`config.mk`:
```
export PLATFORM = sky130hd
export DESIGN_NAME = calc_input_fsm
export DESIGN_NICKNAME = d
export VERILOG_FILES = /design/src/rtl/calc_pkg.sv /design/src/rtl/bcd_entry_reg.sv /design/src/rtl/calc_input_fsm.sv
export SDC_FILE = /design/constraint.sdc
export NUM_CORES = 1
export LEC_CHECK = 0
export ABC_AREA = 1
export BUFFER_PORTS_ARGS = -buffer_cell sky130_fd_sc_hd__buf_2
export CELL_PAD_IN_SITES_DETAIL_PLACEMENT = 1
export CELL_PAD_IN_SITES_GLOBAL_PLACEMENT = 2
export CORE_MARGIN = 5
export CORE_UTILIZATION = 29
export DETAILED_ROUTE_END_ITERATION = 8
export PLACE_DENSITY = 0.78
export SLEW_MARGIN = 25
export SYNTH_ARGS = -nofsm -noshare
export SYNTH_HDL_FRONTEND = slang
export SYNTH_HIERARCHICAL = 1
export SYNTH_SLANG_ARGS = --single-unit
```
`constraint.sdc`:
```
create_clock -name clk -period 2.2 [get_ports clk]
set_input_delay 0.22 -clock clk [delete_from_list [all_inputs] [get_ports clk]]
set_output_delay 0.22 -clock clk [all_outputs]
set_load 0.005 [all_outputs]
```
`src/rtl/calc_pkg.sv`:
```
// Shared definitions for the calculator keypad front end and its ALU:
// key codes, opcodes, FSM states and key classification.
package calc_pkg;

    localparam logic [3:0] KeyAdd    = 4'hA;
    localparam logic [3:0] KeySub    = 4'hB;
    localparam logic [3:0] KeyEquals = 4'hC;
    localparam logic [3:0] KeyClear  = 4'hD;

    localparam logic [2:0] OpNone = 3'b000;
    localparam logic [2:0] OpAdd  = 3'b001;
    localparam logic [2:0] OpSub  = 3'b010;

    localparam logic [1:0] MaxDigits = 2'd2;

    typedef enum logic [2:0] {
        StEnterOp1,
        StEnterOp2,
        StExec,
        StShowResult,
        StError
    } state_e;

    typedef enum logic [2:0] {
        KcNone,
        KcDigit,
        KcOper,
        KcEquals,
        KcClear
    } key_e;

    // 4'hE/4'hF and idle cycles both classify as KcNone.
    function automatic key_e classify_key(input logic strobe, input logic [3:0] code);
        key_e k;
        k = KcNone;
        if (strobe) begin
            if (code <= 4'd9) begin
                k = KcDigit;
            end else if (code == KeyAdd || code == KeySub) begin
                k = KcOper;
            end else if (code == KeyEquals) begin
                k = KcEquals;
            end else if (code == KeyClear) begin
                k = KcClear;
            end
        end
        return k;
    endfunction

    function automatic logic [2:0] key_opcode(input logic [3:0] code);
        return (code == KeySub) ? OpSub : OpAdd;
    endfunction

endpackage

```
`src/rtl/bcd_entry_reg.sv`:
```
// Two-digit BCD entry register: shifts digits in from the right, saturates
// at two digits, and supports synchronous clear and parallel load.
module bcd_entry_reg
    import calc_pkg::*;
(
    input  logic       clk,
    input  logic       rst,
    input  logic       clr,
    input  logic       load,
    input  logic [7:0] load_value,
    input  logic [1:0] load_count,
    input  logic       shift,
    input  logic [3:0] digit,
    output logic [7:0] value,
    output logic [1:0] count
);

    logic [7:0] value_q, value_d;
    logic [1:0] count_q, count_d;

    always_comb begin
        value_d = value_q;
        count_d = count_q;
        if (clr) begin
            value_d = '0;
            count_d = '0;
        end else if (load) begin
            value_d = load_value;
            count_d = load_count;
        end else if (shift && (count_q < MaxDigits)) begin
            value_d = {value_q[3:0], digit};
            count_d = count_q + 2'd1;
        end
    end

    always_ff @(posedge clk or posedge rst) begin
        if (rst) begin
            value_q <= '0;
            count_q <= '0;
        end else begin
            value_q <= value_d;
            count_q <= count_d;
        end
    end

    assign value = value_q;
    assign count = count_q;

endmodule

```
`src/rtl/calc_input_fsm.sv`:
```
// Keypad input sequencer for a two-digit BCD calculator: collects operands
// and operator, fires the ALU for one cycle, and drives the display.
module calc_input_fsm
    import calc_pkg::*;
(
    input  logic       clk,
    input  logic       rst,
    input  logic       key_strobe,
    input  logic [3:0] key_code,
    output logic [8:0] op1,
    output logic [8:0] op2,
    output logic [2:0] opcode,
    output logic       alu_valid,
    input  logic [8:0] result_in,
    input  logic       o_flag_in,
    input  logic       sign_in,
    output logic [7:0] display,
    output logic       display_neg,
    output logic       err
);

    state_e     state_q, state_d;
    key_e       key;

    logic       op1_clr, op1_load, op1_shift;
    logic [7:0] op1_load_value;
    logic [1:0] op1_load_count;
    logic [7:0] op1_value;
    logic [1:0] op1_count;

    logic       op2_clr, op2_shift;
    logic [7:0] op2_value;
    logic [1:0] op2_count;

    logic [2:0] opcode_q, opcode_d;
    logic [7:0] res_q, res_d;
    logic       res_sign_q, res_sign_d;

    // The ALU also reports the sign in result_in[8]; sign_in is the one stored.
    logic       unused_result_sign;
    assign unused_result_sign = result_in[8];

    assign key = classify_key(key_strobe, key_code);
    wire clear_req = (key == KcClear) && (state_q != StExec);

    bcd_entry_reg u_op1 (
        .clk        (clk),
        .rst        (rst),
        .clr        (op1_clr),
        .load       (op1_load),
        .load_value (op1_load_value),
        .load_count (op1_load_count),
        .shift      (op1_shift),
        .digit      (key_code),
        .value      (op1_value),
        .count      (op1_count)
    );

    bcd_entry_reg u_op2 (
        .clk        (clk),
        .rst        (rst),
        .clr        (op2_clr),
        .load       (1'b0),
        .load_value (8'h00),
        .load_count (2'd0),
        .shift      (op2_shift),
        .digit      (key_code),
        .value      (op2_value),
        .count      (op2_count)
    );

    always_ff @(posedge clk or posedge rst) begin
        if (rst) begin
            state_q <= StEnterOp1;
        end else begin
            state_q <= state_d;
        end
    end

    always_comb begin
        state_d = state_q;
        unique case (state_q)
            StEnterOp1: begin
                if (key == KcOper) state_d = StEnterOp2;
            end
            StEnterOp2: begin
                if (key == KcEquals && op2_count != 2'd0) state_d = StExec;
            end
            StExec: begin
                state_d = o_flag_in ? StError : StShowResult;
            end
            StShowResult: begin
                if (key == KcDigit) begin
                    state_d = StEnterOp1;
                end else if (key == KcOper && !res_sign_q) begin
                    state_d = StEnterOp2;
                end
            end
            StError: begin
                state_d = state_q;
            end
            default: state_d = StEnterOp1;
        endcase
        if (clear_req) state_d = StEnterOp1;
    end

    always_comb begin
        op1_clr        = 1'b0;
        op1_load       = 1'b0;
        op1_load_value = '0;
        op1_load_count = '0;
        op1_shift      = 1'b0;
        op2_clr        = 1'b0;
        op2_shift      = 1'b0;
        opcode_d       = opcode_q;
        res_d          = res_q;
        res_sign_d     = res_sign_q;
        if (clear_req) begin
            op1_clr    = 1'b1;
            op2_clr    = 1'b1;
            opcode_d   = OpNone;
            res_d      = '0;
            res_sign_d = 1'b0;
        end else begin
            unique case (state_q)
                StEnterOp1: begin
                    if (key == KcDigit) begin
                        op1_shift = (op1_count < MaxDigits);
                    end else if (key == KcOper) begin
                        opcode_d = key_opcode(key_code);
                        op2_clr  = 1'b1;
                    end
                end
                StEnterOp2: begin
                    if (key == KcDigit) begin
                        op2_shift = 1'b1;
                    end else if (key == KcOper && op2_count == 2'd0) begin
                        opcode_d = key_opcode(key_code);
                    end
                end
                StExec: begin
                    res_d      = result_in[7:0];
                    res_sign_d = sign_in;
                end
                StShowResult: begin
                    if (key == KcDigit) begin
                        op1_load       = 1'b1;
                        op1_load_value = {4'h0, key_code};
                        op1_load_count = 2'd1;
                        op2_clr        = 1'b1;
                        opcode_d       = OpNone;
                    end else if (key == KcOper && !res_sign_q) begin
                        // Chain: a non-negative result becomes the next first operand.
                        op1_load       = 1'b1;
                        op1_load_value = res_q;
                        op1_load_count = MaxDigits;
                        op2_clr        = 1'b1;
                        opcode_d       = key_opcode(key_code);
                    end
                end
                default: ;
            endcase
        end
    end

    always_ff @(posedge clk or posedge rst) begin
        if (rst) begin
            opcode_q   <= OpNone;
            res_q      <= '0;
            res_sign_q <= 1'b0;
        end else begin
            opcode_q   <= opcode_d;
            res_q      <= res_d;
            res_sign_q <= res_sign_d;
        end
    end

    always_comb begin
        alu_valid   = (state_q == StExec);
        err         = (state_q == StError);
        display_neg = (state_q == StShowResult) && res_sign_q;
        unique case (state_q)
            StEnterOp1:           display = op1_value;
            StEnterOp2:           display = op2_value;
            StExec, StShowResult: display = res_q;
            default:              display = 8'h00;
        endcase
    end

    assign op1    = {1'b0, op1_value};
    assign op2    = {1'b0, op2_value};
    assign opcode = opcode_q;

endmodule

```
Word level (Yosys, flattened, before mapping)
Index checks and enable logic that the tools add are counted.

operators by class
  add/subtract/negate cells = 2
  $mul = 0
  div/mod/pow operators = 0
  $lt $le $gt $ge = 3
  equal/unequal tests = 20
  shifts and indexed selects = 0
  multiplexer cells = 59
  bitwise logic cells = 0
  reductions and logical operators = 19

operator list
  operator                                                         number
  8-bit two-way mux                                                11
  3-bit two-way mux                                                18
  8-bit one-hot mux with 3 select lines                            1
  2-bit two-way mux                                                10
  4-bit == test, second input constant                             4
  1-bit two-way mux                                                16
  3-bit != test, second input constant                             5
  3-bit one-hot mux with 5 select lines                            1
  3-bit by 2-bit == test with 1-bit output, second input constant  4
  3-bit one-hot mux with 3 select lines                            1
  1-bit logical AND                                                7
  3-bit by 1-bit == test with 1-bit output, second input constant  2
  3-bit == test, second input constant                             2
  6-bit AND reduction                                              1
  2-bit nonzero test                                               3
  2-bit by 1-bit adder with 2-bit output, second input constant    2
  4-bit less-or-equal comparator, second input constant            1
  2-bit < comparator, second input constant                        2
  4-bit != test, second input constant                             1
  4-bit AND reduction                                              1
  4-bit nonzero test                                               1
  3-bit zero test                                                  1
  3-bit by 2-bit != test with 1-bit output, second input constant  1
  3-bit nonzero test                                               1
  6 further kinds                                                  6

word-level totals
  flip-flop bits (word level) = 35
  bits in latches = 0
  RAM bits = 0
  memory bits (read-only) = 0
  word-level logic and storage cells = 111
  memories = 0

Depth between registers and ports, before layout
Gate-level depths: netlist of run 1.

  word-level depth = 14
  depth in mapped cells = 11
  mapped depth without buffers = 10

By module
The synthesis of run 1 kept the hierarchy.

modules (own cells, without submodules)
  module          instances  cells an instance  area an instance (µm²)  sequential area each (µm²)
  calc_input_fsm  1          169                1124.8                  350.3
  bcd_entry_reg   2          78                 555.5                   250.2

Worst setup path before layout of run 1
No wires, ideal clock.

  kind = register to register
  from = register state_q[0]
  to = register u_op2.count_q[1] (netlist: u_op2/count[1])
  arrival = 1523 ps
  required time = 2127 ps
  slack = 604 ps
  stages on the path, launching flop included = 9
  path buffers = 1
  cells stage by stage = dfrtp_1 > inv_1 > nand2_2 > o311ai_0 > nor2_1 > nand2_2 > buf_6 > nand2_2 > a21oi_2

RTL lines
  element                                                                            line                                         text
  start: declaration                                                                 calc_input_fsm.sv:22                         state_e state_q, state_d;
  start signal: assignment                                                           calc_input_fsm.sv:74                         state_q <= StEnterOp1;
  start signal: assignment                                                           calc_input_fsm.sv:76                         state_q <= state_d;
  3-bit by 2-bit == test with 1-bit output (tied with other cells)                   calc_input_fsm.sv:125                        unique case (state_q)
  1-bit one-hot mux with 2 select lines / 1-bit logical AND (equally long branches)  calc_input_fsm.sv:125, calc_input_fsm.sv:44
  1-bit two-way mux *                                                                calc_input_fsm.sv:118                        if (clear_req) begin
  net op2_clr                                                                        calc_input_fsm.sv:31                         logic op2_clr, op2_shift;
  2-bit two-way mux / 2-bit nonzero test (equally long branches)                     --
  end signal: assignment                                                             bcd_entry_reg.sv:42                          count_q <= count_d;
  end: declaration                                                                   bcd_entry_reg.sv:19                          logic [1:0] count_q, count_d;

Mark *: on every way through the listed nets, which the timed path passes. The rest lies on a longest branch.
A chain may end at the register's enable or synchronous reset.

Final worst setup path of run 1
  from = register state_q[0]
  to = output port alu_valid

on the way
  cells in the longest elaborated chain, start to end = 1

RTL lines
  element                                   line                   text
  3-bit by 2-bit == test with 1-bit output  calc_input_fsm.sv:179  alu_valid = (state_q == StExec);
  end: declaration                          calc_input_fsm.sv:13   output logic alu_valid,

No other way between the ends.

==> results of run 1 <==
==> sequential cells by signal, indices dropped and copies added (netlist names) <==
| name | cells |
|---|---|
| u_op2/value | 8 |
| res_sign_q | 1 |
| res_q | 8 |
| state_q | 3 |
| opcode | 2 |
| u_op1/count | 2 |
| u_op1/value | 8 |
| u_op2/count | 2 |
==> path summary, 6_finish.rpt <==
| check | endpoint | slack (ns) | cells after the start |
|---|---|---|---|
| worst max register to register | u_op2/value[3]$_DFFE_PP0P_ | 0.33 | 9 |
| max in group asynchronous | opcode[1]$_DFFE_PP0P_ | 1.18 | 3 |
| worst max-delay path | alu_valid | 0.32 | 5 |
| worst min register to register | opcode[1]$_DFFE_PP0P_ | 0.47 | 2 |
| worst min-delay path | res_q[1]$_DFFE_PP0P_ | 0.13 | 3 |
| min in group asynchronous | u_op2/value[3]$_DFFE_PP0P_ | 0.47 | 3 |
==> layout make-up <==
class	instances	area, sq um
fillers	1011	4850
multi-input cells	256	1190
flip-flops and latches	34	851
repair buffers	58	325
inverters	40	160
well taps	102	128
clock buffers	6	82.6
clock inverters	2	12.5
==> cell usage after synthesis, types with 2 or more instances <==
cell type | n | area, sq um
sky130_fd_sc_hd__a21oi_2 | 3 | 26.3
sky130_fd_sc_hd__a22oi_1 | 4 | 30.0
sky130_fd_sc_hd__buf_4 | 3 | 22.5
sky130_fd_sc_hd__buf_6 | 5 | 56.3
sky130_fd_sc_hd__dfrtp_1 | 34 | 851
sky130_fd_sc_hd__inv_1 | 29 | 109
sky130_fd_sc_hd__inv_2 | 9 | 33.8
sky130_fd_sc_hd__inv_6 | 2 | 17.5
sky130_fd_sc_hd__nand2_1 | 139 | 522
sky130_fd_sc_hd__nand2_2 | 10 | 62.6
sky130_fd_sc_hd__nand3_1 | 26 | 130
sky130_fd_sc_hd__nand3_2 | 6 | 60.1
sky130_fd_sc_hd__nor2_1 | 21 | 78.8
sky130_fd_sc_hd__nor2_4 | 3 | 33.8
sky130_fd_sc_hd__nor3_1 | 2 | 10.0
sky130_fd_sc_hd__o21ai_0 | 13 | 65.1
sky130_fd_sc_hd__o21ai_1 | 3 | 15.0
sky130_fd_sc_hd__o22ai_1 | 2 | 12.5
==> per-stage QoR <==
step           total power [W]  utilization (%)  setup slack, ns  instance area [sq um]
2_1_floorplan          0.00201                -            0.604                   2290
4_1_cts                0.00317             36.2            0.282                   2750
5_1_grt                0.00341             36.2            0.150                   2750
3_5_place_dp           0.00263             34.8            0.183                   2650
6_report               0.00311             36.2            0.323                   2750
3_3_place_gp           0.00259             34.8            0.264                   2650
==> tightest hold or removal path: stages <==
cell,delay [ns]
sky130_fd_sc_hd__buf_2,0.08
sky130_fd_sc_hd__nand2_1,0.04
sky130_fd_sc_hd__nand2_1,0.05
==> per-layer routing <==
layer / up-vias / part of all wire, % / track usage [%]
met4: 0 / 1.1 / 3.83
met1: 1085 / 48 / 21.4
met2: 38 / 47 / 26.9
met3: 6 / 3.8 / 2.71
met5: - / 0 / 0
li1: 1135 / - / -
==> power by group through the flow <==
stage	clock network, W	registers [W]	logic, W
after floorplan	0	0.00105	0.000955
after global placement	0	0.00108	0.00151
after detailed placement	0	0.00109	0.00153
after CTS	0.000551	0.00108	0.00154
after global routing	0.000573	0.00112	0.00172
final	0.000525	0.00108	0.00151
==> logic make-up (layout without fill, tap and decap cells) <==
family                 after synthesis  after routing
AO/OA/AOI/OAI                       28             28
buffers and inverters               49            106
flip-flops                          34             34
other                                1             15
AND/OR/NAND/NOR                    213            213
==> run summary, run 1 <==
The library cells used most frequently in the layout, excluding fill and tap cells, are sky130_fd_sc_hd__nand2_1 (139), sky130_fd_sc_hd__buf_2 (45), sky130_fd_sc_hd__dfrtp_1 (34), sky130_fd_sc_hd__inv_1 (29), sky130_fd_sc_hd__nand3_1 (26). The logs give 1 for the count of hold-fix buffers inserted at cts and 0 for the number of buffers inserted by post-CTS setup repair. The run gives 413 as the final-stage net count.

The cell internal power dissipation is 0.00171 W, and the count of endpoints failing hold in the final timing report is 0. Clock tree synthesis found a total of 34 sinks. The count of different cell masters after synthesis came out at 29.

The number of global-route vias before repair is 2407. Critical hold path startpoint: result_in[1]. The worst voltage drop across the vdd grid came out at 259 uV.

The run gives 2264 as the via count of the routed design. The core region is 0.00761 sq mm. For the count of max-cap constraint violations, the log shows 0. The worst pin sits at a relative slew slack of 54.7%. The total clock buffers created by CTS is 5, and the register clock-pin slew on the reported worst setup and hold paths is 0.08 ns. The total inserted antenna cells is 0, and the average routed wire per standard cell is 14.6 microns. The tools report the number of resized instances in the post-cts repair step as 0. The H-tree depth is 2, and the data arrival time of the worst path is 1.66 ns. TritonCTS built the clock tree. The signal on the critical path passes through inv_1 > nand3_2 > buf_4 > inv_1 > buf_2. For the finished layout, the period the worst path requires is 1.88 ns. Cell area after synthesis: 0.00224 sq mm. After legalization and detailed placement, the total HPWL measured 5.66 mm. In the routed layout, each cell is associated on average with a via count of 4.55. Along the worst path, the maximum fanout reaches 7. The tightest min-delay check is of the input port to flip-flop type. Static timing analysis puts the maximum clock frequency at 533 MHz.

For this run, the total global-route usage over all layers was measured as 16.0%. The starting density of the core is 29.4%, and the synthesized area per cell is 6.88 sq um. The non-filler instance count after layout was 498; the mux cell area share after synthesis was 0%.

Setup repair after global routing left no endpoint under its margin. The post-synthesis share of cell area spent on xor and xnor gates came out at 0%. The tools report the total number of placement rows as 32.

STA classifies the critical path startpoint as a flip-flop. The launch point of the worst path was state_q[0]$_DFFE_PP0P_. For this design the top-level I/O count stands at 50. Clock skew on the completed layout was measured at 0.00759 ns. Kind of critical path: flip-flop to output pin. The floorplan step set the die width to 97.8 microns. The wire length reported by the detailed router was 7.26 mm; the combined buffer and inverter count along the critical path was 4. After synthesis the netlist holds a flip-flop and latch count of 34. The starting DRC count in detailed routing is 64.

The root buffer cell is sky130_fd_sc_hd__clkbuf_8. Port buffering added 45 buffers. The post-synthesis adder-cell area fraction came out at 0%.

Setup violations remaining at the end of the flow were counted as 0. For the Yosys warning count, the log shows 6. In the routed design, unresolved DRC markers number 0.

The clock network is responsible for 16.9% of the overall power. The share of total power dissipated in combinational logic is 48.5%. Summing the areas of all compound-gate instances in the mapped netlist gives 7.61% of the synthesized area. Among all stages on the critical path, the largest delay is contributed by sky130_fd_sc_hd__dfrtp_1. The actual slew at the worst max-slew pin was 0.678 ns.

The largest stage delay on the critical path works out to 0.39 ns. The run finished with clean final reports. The first detailed-routing pass took 4 iterations.

The overall die area was 0.00957 sq mm. For the number of antenna violations at the first check in global routing, the log shows 0. The largest net degree at the start of global routing was 15.

STA puts the critical path data required time at 1.98 ns. The longest clock path from root to sink contains 2 buffers. The final max-slew violation count is 0. The leakage power summed over all cells is 1.55 nW. The most instantiated flip-flop cell in the synthesis netlist was sky130_fd_sc_hd__dfrtp_1.

Final hold analysis gives a worst-case slack of 0.126 ns. The logs give 0.817 for the final weighted congestion in routability-driven placement and 34.6% for the sequential share of power. The source-to-sink clock delay at the later pin of the worst-skew pair came out at 0.30 ns. From synthesis to final layout, the design area changed by 23.1%. The proportion of layout cells with a drive suffix above 1 was 26.0%; the placed cell count was 489. The startpoint identified for the worst register-to-register timing path is state_q[0]$_DFFE_PP0P_. The cell seen most often among critical-path stages was sky130_fd_sc_hd__inv_1. The number of enable-type register cells in the synthesized netlist is 0, and the power per unit of standard cell area is 1130 mW/mm^2. Synthesized instance count: 325. The library cell used most frequently in the layout, excluding fill and tap cells, is sky130_fd_sc_hd__nand2_1.

The first global-routing pass estimated 12.2 mm of wire. The die height came out at 97.8 microns. On the critical path the largest part of the delay comes from buffers and inverters.

Sequential cells were found to cover 38.1% of the synthesized design area. The part of the cycle the worst path needs was 85.3%. The largest family of logic cells by synthesized area is simple AND/OR/NAND/NOR gates. Summed over all layers, the global routing overflow is 0. The simple-gate share of the synthesized area works out to 43.3%. The remaining antenna violation count after routing is 0, and the net switching fraction of the power is 44.9%.

Setup total negative slack on the finished layout was measured at 0 ns. STA classifies the critical path endpoint as an output pin. The power spent charging and discharging nets is 0.00139 W, and the async set-reset flop share out of synthesis is 100%.
Note: power is estimated with default switching activity, not from simulation.
==> run 2, diff against run 1 <==
--- a/config.mk
+++ b/config.mk
@@ -12,6 +12,7 @@
 export CORE_MARGIN = 5
 export CORE_UTILIZATION = 29
 export DETAILED_ROUTE_END_ITERATION = 8
+export GPL_TIMING_DRIVEN = 0
 export PLACE_DENSITY = 0.78
 export SLEW_MARGIN = 25
 export SYNTH_ARGS = -nofsm -noshare
==> run summary, run 2 (synthesis gave the netlist of run 1 again) <==
The number of global-route vias before repair is 2506 (+4.1%), and the proportion of layout cells with a drive suffix above 1 is 25.7% (-0.31 points). The horizontal die dimension was 97.8 microns (unchanged); the via count of the routed design was 2282 (+0.80%). The overall die area is 0.00957 sq mm (unchanged).

The tools report the largest net degree at the start of global routing as 15 (unchanged). In this run the critical register-to-register path is launched from state_q[2]$_DFFE_PP0P_. The net switching fraction of the power is 44.9% (+0.073 points).

The worst clock skew was 0.00527 ns (-0.00232 ns); the share of power burned in combinational logic was 47.8% (-0.7 points). In the layout the commonest cells are sky130_fd_sc_hd__nand2_1 (139), sky130_fd_sc_hd__buf_2 (46), sky130_fd_sc_hd__dfrtp_1 (34), sky130_fd_sc_hd__inv_1 (29), sky130_fd_sc_hd__nand3_1 (26). The run gives 0 (unchanged) as the remaining antenna violation count after routing. Root buffer cell: sky130_fd_sc_hd__clkbuf_8. For the starting density of the core, the log shows 29.4% (unchanged). The utilization of the core after routing was 36.1% (-0.049 points); the placed cell count was 486 (-0.61%). The logs give 16.7% (-0.2 points) for the relative contribution of the clock network to total power and 0.29 ns (about the same) for the source-to-sink clock delay at the later pin of the worst-skew pair. The count of max-cap constraint violations was 0 (unchanged); the final-stage net count was 410 (-0.73%). Instance count along the most critical hold path: 3 (unchanged). The count of endpoints failing hold in the final timing report is 0 (unchanged). The non-filler instance count after layout was 495 (-0.60%); the number of remaining DRC errors was 0 (unchanged).

The clock net sink count is 34 (unchanged). The total inserted antenna cells is 0 (unchanged), and the die height is 97.8 microns (unchanged). The worst setup path is of the flip-flop to output pin kind. The power per unit of standard cell area is 1110 mW/mm^2 (-1.4%).

The I/O pin count came out at 50 (unchanged). The path category of the worst min-delay check is input port to flip-flop. The quantity of I/O buffers inserted on ports was 45 (unchanged).

STA classifies the critical path startpoint as a flip-flop. The wire length reported by the detailed router was 7.23 mm (-0.40%); the first-pass GRT wire length was 12.5 mm (+2.1%). The maximum clock frequency is 538 MHz (+1.0%). The startpoint identified for the worst hold timing path is result_in[1]. The time the worst path needs with I/O delays and setup is 1.86 ns (-0.0190 ns), and the total clock buffers created by CTS is 5 (unchanged).

The run gives 0.00761 sq mm (unchanged) as the core outline area. TritonCTS built the clock tree. The worst relative slew slack came out at 56.6% (+1.8 points). The overflow left after global routing was 0 (unchanged).

The maximum net fanout on the critical path works out to 8 (+1). Most common cell after layout, fill and taps aside: sky130_fd_sc_hd__nand2_1. For the starting DRC count in detailed routing, the log shows 68 (+6.3%). The data arrival time of the worst path was 1.64 ns (-0.02 ns). The final weighted congestion in routability-driven placement is 0.781 (-4.4%). The register clock-pin slew on the reported worst setup and hold paths was 0.08 ns (about the same).

The final-layout worst hold slack was 0.124 ns (-0.00228 ns). The part of the cycle the worst path needs works out to 84.4% (-0.86 points). The worst voltage drop across the vdd grid was 264 uV (+1.6%).

The run finished with clean final reports. Maximum clock path buffer count: 2 (unchanged). The slowest stage of the critical path is the sky130_fd_sc_hd__dfrtp_1 cell. The post-detailed-route via-to-cell ratio is 4.61 (+1.4%), and the final max-slew violation count is 0 (unchanged). The run gives 5.48 mm (-3.2%) as the placed wire-length estimate after detailed placement.

For the count of fill cells added during filler insertion, the log shows 1015 (+0.40%). For the setup TNS, the log shows 0 ns (unchanged). For the number of endpoints failing setup at the final stage, the log shows 0 (unchanged). The logs give 4 (unchanged) for the number of iterations in the first detailed-routing pass and 1.55 nW (-0.48%) for the leakage power summed over all cells.

The path with the worst hold slack has its endpoint at res_q[1]$_DFFE_PP0P_. The overall routing resource usage is 16.2% (+0.22 points), and the cell internal power dissipation is 0.00169 W (-1.7%). The power spent charging and discharging nets is 0.00138 W (-1.4%), and the synthesis-to-layout area growth is 22.9%. The worst register-to-register path ends at u_op2/value[6]$_DFFE_PP0P_.

The critical path endpoint category was an output pin. The number of antenna violations at the first check in global routing was 0 (unchanged). The combined buffer and inverter count along the critical path was 2 (-2). The run gives 0 (unchanged) as the number of buffers inserted by post-CTS setup repair. The actual slew at the worst max-slew pin came out at 0.651 ns (-0.0270 ns). The sequential share of power is 35.4% (+0.8 points), and the H-tree depth is 2 (unchanged). Setup repair after global routing left no endpoint under its margin.

For the total number of placement rows, the log shows 32 (unchanged). Average routed wire per standard cell: 14.6 microns (+0.20%). The register-to-register setup slack was 0.39 ns (+0.06 ns); the required time at the worst-slack endpoint was 1.98 ns (about the same). The cell class contributing the biggest share of worst-path delay is flip-flops.

The signal on the critical path passes through inv_2 > nor2_2 > a22oi_1 > nand2_1 > buf_2. The largest stage delay on the critical path is 0.50 ns (+0.11 ns). The number of cells on the worst reg-to-reg path was 10 (+1).
[run 2: cell types whose count changed in the layout (fill, tap and decap cells not counted), sizes merged]
cell,delta
buf,-3
[run 2: per-stage QoR]
step	cell area, sq um	worst slack, ns	total power (W)
after floorplan	2290	0.604	0.00201
after global placement	2640	0.263	0.00255
after detailed placement	2640	0.216	0.00259
after CTS	2750	0.0430	0.00312
after global routing	2750	0.184	0.00337
final	2750	0.342	0.00306
[run 2: layer usage]
layer	up-vias	track usage, %	wire length, microns
met5	-	0	0
met3	7	2.86	177
li1	1130	-	-
met1	1118	21.7	3530
met4	0	4.37	89
met2	27	26.9	3430
[run 2: layout make-up]
class	count	area (sq um)	share of cell area, %
Tap cell	102	128	4.64
Sequential cell	34	851	31.0
Buffer	9	83.8	3.05
Timing Repair Buffer	46	235	8.56
Clock inverter	2	12.5	0.455
Multi-Input combinational cell	256	1200	43.5
Inverter	40	160	5.83
Clock buffer	6	82.6	3.00
[run 2: tightest hold or removal path, stage by stage]
cell                      delay [ns]
sky130_fd_sc_hd__buf_2          0.07
sky130_fd_sc_hd__nand2_1        0.04
sky130_fd_sc_hd__nand2_1        0.05
[run 2: worst max-delay path by stage]
stage | cells past startpoint | end | from
after floorplan | 8 | u_op2/count[1]$_DFFE_PP0P_ | state_q[0]$_DFFE_PP0P_
after global placement | 9 | u_op2/count[1]$_DFFE_PP0P_ | key_code[2]
after detailed placement | 8 | u_op2/count[1]$_DFFE_PP0P_ | state_q[0]$_DFFE_PP0P_
after CTS | 5 | display[2] | state_q[1]$_DFFE_PP0P_
after global routing | 10 | u_op2/value[6]$_DFFE_PP0P_ | state_q[2]$_DFFE_PP0P_
final | 5 | display[2] | state_q[1]$_DFFE_PP0P_
[run 2: what timing repair did]
action	CTS	global route
hold buffers	1	0
endpoints found under the hold margin	20	0
gates resized for setup	0	2
endpoints found under the setup margin	0	7
[run 2: power groups by stage]
stage	Combinational (W)	Clock [W]	Sequential, W
final	0.00146	0.000512	0.00108
after global routing	0.00169	0.000557	0.00113
after CTS	0.00150	0.000532	0.00109
after detailed placement	0.00149	0	0.00110
after global placement	0.00147	0	0.00109
after floorplan	0.000955	0	0.00105
